File: config.mk
export PLATFORM = sky130hd
export DESIGN_NAME = uart_alu_intf
export DESIGN_NICKNAME = d
export VERILOG_FILES = /design/src/rtl/uart_alu_intf.sv
export SDC_FILE = /design/constraint.sdc
export NUM_CORES = 1
export LEC_CHECK = 0
export CAP_MARGIN = 20
export CORE_ASPECT_RATIO = 0.75
export CORE_MARGIN = 2
export CORE_UTILIZATION = 41
export DETAILED_ROUTE_END_ITERATION = 7
export MAX_ROUTING_LAYER = met4
export PLACE_DENSITY = 0.78
export RECOVER_POWER = 25
export SLEW_MARGIN = 20
export SYNTH_ARGS = -nofsm -noshare
export SYNTH_HDL_FRONTEND = slang
export SYNTH_SLANG_ARGS = --single-unit
File: constraint.sdc
create_clock -name clk -period 1.5 [get_ports clk]
set_input_delay 0.225 -clock clk [delete_from_list [all_inputs] [get_ports clk]]
set_output_delay 0.225 -clock clk [all_outputs]
set_load 0.01 [all_outputs]
File: src/rtl/uart_alu_intf.sv
// Collects operand A, operand B and opcode bytes from uart_rx, drives the external ALU and hands the result to uart_tx.
// Optional inter-byte timeout in WAIT_B/WAIT_OP is enabled by defining UART_ALU_INTF_TIMEOUT_EN.
module uart_alu_intf #(
    parameter int NB_DATA        = 8,
    parameter int NB_OP          = 6,
    parameter int TIMEOUT_CYCLES = 50_000_000
) (
    input  logic               clk,
    input  logic               i_rst,
    input  logic [NB_DATA-1:0] i_rx_data,
    input  logic               i_rx_done,
    input  logic [NB_DATA-1:0] i_alu_result,
    input  logic               i_tx_done,
    output logic [NB_DATA-1:0] o_data_a,
    output logic [NB_DATA-1:0] o_data_b,
    output logic [NB_OP-1:0]   o_op,
    output logic [NB_DATA-1:0] o_tx_data,
    output logic               o_tx_start,
    output logic               o_busy,
    output logic               o_overrun,
    output logic [2:0]         dbg_state
);

    typedef enum logic [2:0] {
        WAIT_A  = 3'd0,
        WAIT_B  = 3'd1,
        WAIT_OP = 3'd2,
        EXEC    = 3'd3,
        SEND    = 3'd4,
        WAIT_TX = 3'd5
    } state_t;

    state_t state_q;
    state_t state_d;
    logic   timeout_hit;
    logic   busy_state;

    assign busy_state = (state_q == EXEC) || (state_q == SEND) || (state_q == WAIT_TX);
    assign o_busy     = busy_state;
    assign o_tx_start = (state_q == SEND);
    assign dbg_state  = state_q;

`ifdef UART_ALU_INTF_TIMEOUT_EN
    localparam int CNT_W = $clog2(TIMEOUT_CYCLES);
    logic [CNT_W-1:0] cnt_q;
    logic             counting;

    // Counter is held at zero outside the byte-waiting states, so entry always starts from zero.
    assign counting    = (state_q == WAIT_B) || (state_q == WAIT_OP);
    assign timeout_hit = counting && (cnt_q == CNT_W'(TIMEOUT_CYCLES - 1));

    always_ff @(posedge clk) begin
        if (i_rst || !counting || i_rx_done || timeout_hit) begin
            cnt_q <= '0;
        end else begin
            cnt_q <= cnt_q + 1'b1;
        end
    end
`else
    assign timeout_hit = 1'b0;
`endif

    always_ff @(posedge clk) begin
        if (i_rst) begin
            state_q <= WAIT_A;
        end else begin
            state_q <= state_d;
        end
    end

    // A byte arriving in the same cycle as a timeout expiry is accepted, so i_rx_done is tested first.
    always_comb begin
        state_d = state_q;
        case (state_q)
            WAIT_A:  if (i_rx_done) state_d = WAIT_B;
            WAIT_B: begin
                if (i_rx_done)        state_d = WAIT_OP;
                else if (timeout_hit) state_d = WAIT_A;
            end
            WAIT_OP: begin
                if (i_rx_done)        state_d = EXEC;
                else if (timeout_hit) state_d = WAIT_A;
            end
            EXEC:    state_d = SEND;
            SEND:    state_d = WAIT_TX;
            WAIT_TX: if (i_tx_done) state_d = WAIT_A;
            default: state_d = WAIT_A;
        endcase
    end

    always_ff @(posedge clk) begin
        if (i_rst) begin
            o_data_a  <= '0;
            o_data_b  <= '0;
            o_op      <= '0;
            o_tx_data <= '0;
            o_overrun <= 1'b0;
        end else begin
            o_overrun <= i_rx_done && busy_state;
            case (state_q)
                WAIT_A:  if (i_rx_done) o_data_a <= i_rx_data;
                WAIT_B:  if (i_rx_done) o_data_b <= i_rx_data;
                WAIT_OP: if (i_rx_done) o_op <= i_rx_data[NB_OP-1:0];
                EXEC:    o_tx_data <= i_alu_result;
                default: ;
            endcase
        end
    end

endmodule

* Word level (Yosys, flattened, before mapping)
Index checks and enable logic that the tools add are counted.
** Word-level totals
- Flip-flop bits (word level) :: 34
- Input port bits :: 20
- Output and inout port bits :: 36
- Word-level logic and storage cells :: 28
** Cells by class
- Equal/unequal tests :: 9
- Multiplexer cells :: 5
- Reduce and logical (&&, ||, !) cells :: 8
** Operators with widths (number)
- 3-bit one-hot mux with 6 select lines :: 1
- 3-bit two-way mux :: 4
- 2-bit inequality test (second input constant) :: 4
- 3-bit by 2-bit equality test with 1-bit output (second input constant) :: 2
- 3-bit equality test (second input constant) :: 2
- 2-bit AND reduction :: 3
- 4-bit AND reduction :: 1
- 3-bit by 1-bit equality test with 1-bit output (second input constant) :: 1
- 3-bit zero test :: 1
- 1-bit logical OR :: 2
- 1-bit logical AND :: 1

* Longest topological paths before layout
- Depth in word-level cells :: 4
- Depth in mapped cells :: 5
- Depth with buffers taken out :: 3

* Least setup slack after synthesis
Ideal clock, no wire load.
- Path kind :: reg-to-reg
- From :: register state_q[0] (netlist: dbg_state[0])
- To :: register o_data_b[0]
- Setup time :: 0.128 ns
- Arrival time :: 1.183 ns
- Data required time :: 1.372 ns
- Slack :: 0.189 ns
- Stages on the path, launching flop included :: 6
- Path buffers :: 2
- Cells stage by stage :: dfxtp_1 -> buf_2 -> and4bb_2 -> buf_4 -> mux2i_1 -> nor2_1
** On the way
- Longest elaborated chain between the ends :: 2
** RTL lines
- start: declaration :: RTL line 33 : state_t state_q;
- start signal: assignment :: RTL line 67 : state_q <= state_d;
- 3-bit by 1-bit equality test with 1-bit output :: RTL line 100 : case (state_q)
- 2-bit AND reduction (no line)
- end signal: assignment :: RTL line 102 : WAIT_B: if (i_rx_done) o_data_b <= i_rx_data;
- end: declaration :: RTL line 15 : output logic [NB_DATA-1:0] o_data_b,
No other way between the ends.
A chain may end at the register's enable or synchronous reset.

* Worst setup path in the final report
- From :: register state_q[1] (netlist: dbg_state[1])
- To :: output dbg_state[1]
** RTL lines
- end: declaration :: RTL line 21 : output logic [2:0] dbg_state
No word-level cell between the ends.

==> metrics.txt <==
DRC=0; Syn Nets=148; Post-Place Cells=220; FP Rows=17; Initial Util=43.29%; LEAKAGE=0.7950 nW; Clock Skews=0.005486 ns; CP startpoint kind=register; Post-DP HPWL=2313 um; DR iter-0 viols=59; Synth cell types=20; Synth Register Bits=34; CTS tree=done; CTS sink cnt=34; synthesized instance count=128; H-Tree Depth=2; fin nets=209; synthesized area=1280 um^2; DP Worst Slack=-0.2462 ns; register area share after synthesis=53.18%; share of post-route cells with drive strength above 1=11.64%; core region area=2957 um^2; Max IR drop VDD=0.0007435 V; clock transition at the registers of the reported paths=0.06 ns; Final Core Density=66.61%; Setup TNS Final=0 ns; Avg Vias per Cell=4.806; R2R setup slack=0.10 ns; Die ar.=3590 um^2; Die Y=52.39 um; GP Congestion=0.6910; final period utilization=94.55%; Max Root-Sink Buffers=2; slowest CP cell=clkdlybuf4s50_1; initial antenna violation count=0; Inserted Clock Buffers=5; RSZ-0062 raised after global routing=no; commonest non-fill, non-tap cell in the layout=clkdlybuf4s50_1; Clock Root Buffer=clkbuf_8; Antenna Cells=0; Total GRT Usage=19.65%; Worst path top cell family by delay=buffers and inverters; Hold WC Path Type=register to register; Power, Total=1.863 mW; Syn. warnings=0; CP Class=register to output pin; nature of the critical path endpoint=output pin; Routed WL per cell=13.51 um; DRT Pass-1 Iters=4; GRT overflow=0; post-CTS setup buffers=0; most frequent cells in the layout=clkdlybuf4s50_1 (51), dfxtp_1 (32), nor2_1 (23); Buf/Inv on CP=1; Finished Cell Area=1969 um^2; Worst-Margin Slew=0.2760 ns; Final ANT Viol Nets=0; Clk Latency, worst-skew pair=0.28 ns; number of global-route vias before repair=1064; global-route wire length before repair=4912 um; Crit path arrival time=1.19 ns; slack of the critical path=0.08171 ns; relative slew slack=81.60%; outcome=completed; maxcap violations=0; Data required, critical path=1.27 ns; Non-Filler Instances=227; fin. max-slew vios=0; Hold Violations, Final=0; # setup viols final=0; mean area per synthesized cell=10.00 um^2; maximum fanout along the worst path=5; Final Hold Slack=0.4631 ns; Fmax=705.1 MHz; pwr/cell area=946.1 nW/um^2; worst-path cell chain=clkdlybuf4s50_1; area post-placement=1903 um^2; final WL=3066 um; port bufs=55; synth-to-layout area growth=53.86%; slowest stage delay, CP=0.55 ns; Final min period=1.418 ns; Die W=68.52 um; pin count of the biggest net entering global routing=23; routed vias=1091; IO Pins=56
## sequential cells by signal, summed over array words and instances, names as in the netlist
| name | count |
|---|---|
| o_data_a | 8 |
| o_data_b | 8 |
| o_tx_data | 8 |
| o_op | 6 |
| dbg_state | 3 |
| o_overrun | 1 |
## where the power goes
group	switching (mW)	internal, mW
registers	0.0232	0.940
logic	0.120	0.168
clock network	0.294	0.319
## synth_stat cells, drive strengths merged
cell,count,share of area (%)
dfxtp,34,53
nor2,23,6.7
mux2i,22,17
nand2,17,5.0
a21oi,9,3.5
buf,6,2.8
clkbuf,3,0.88
and4bb,2,2.0
nand3b,2,1.2
or4b,2,1.6
a211oi,1,0.59
a21o,1,0.59
a31oi,1,0.49
and3b,1,0.68
nand2b,1,0.49
nor4b,1,1.9
or2b,1,0.59
or3b,1,0.68
## area by class of cell
cell class              instances  area (um^2)
well taps                      38        47.55
fillers                       229        987.2
repair buffers                 63        606.8
flip-flops and latches         34        683.2
clock buffers                   7        76.32
multi-input cells              85        555.5
## path summary, 6_finish.rpt
check / startpoint / to / cells past startpoint
max: dbg_state[1] / dbg_state[1] / 1
min: o_data_a[3] / o_data_a[3] / 2
max reg2reg: dbg_state[2] / o_data_a[4] / 4
min reg2reg: o_data_a[3] / o_data_a[3] / 2
## cells by family after synthesis
kind of cell,synth area share [%]
and+or+nand+nor,20.72
DFF,53.18
muxes,17.20
AOI/OAI and AO/OA,5.181
buffers and inverters,3.714
## metal layers
| layer | GRT usage (%) | up-vias | wire length (um) |
|---|---|---|---|
| li1 | - | 550 | - |
| met1 | 23.13 | 509 | 1387 |
| met2 | 31.41 | 27 | 1487 |
| met3 | 6.452 | 5 | 153 |
| met4 | 7.000 | 0 | 38 |
| met5 | - | - | 0 |
## timing repair
action / CTS / global route
cloned: 0 / 0
hold buffers: 0 / 0
endpoints found under the setup margin: 4 / 11
gates resized for setup: 4 / 7
(Power assumes the default switching activity.)
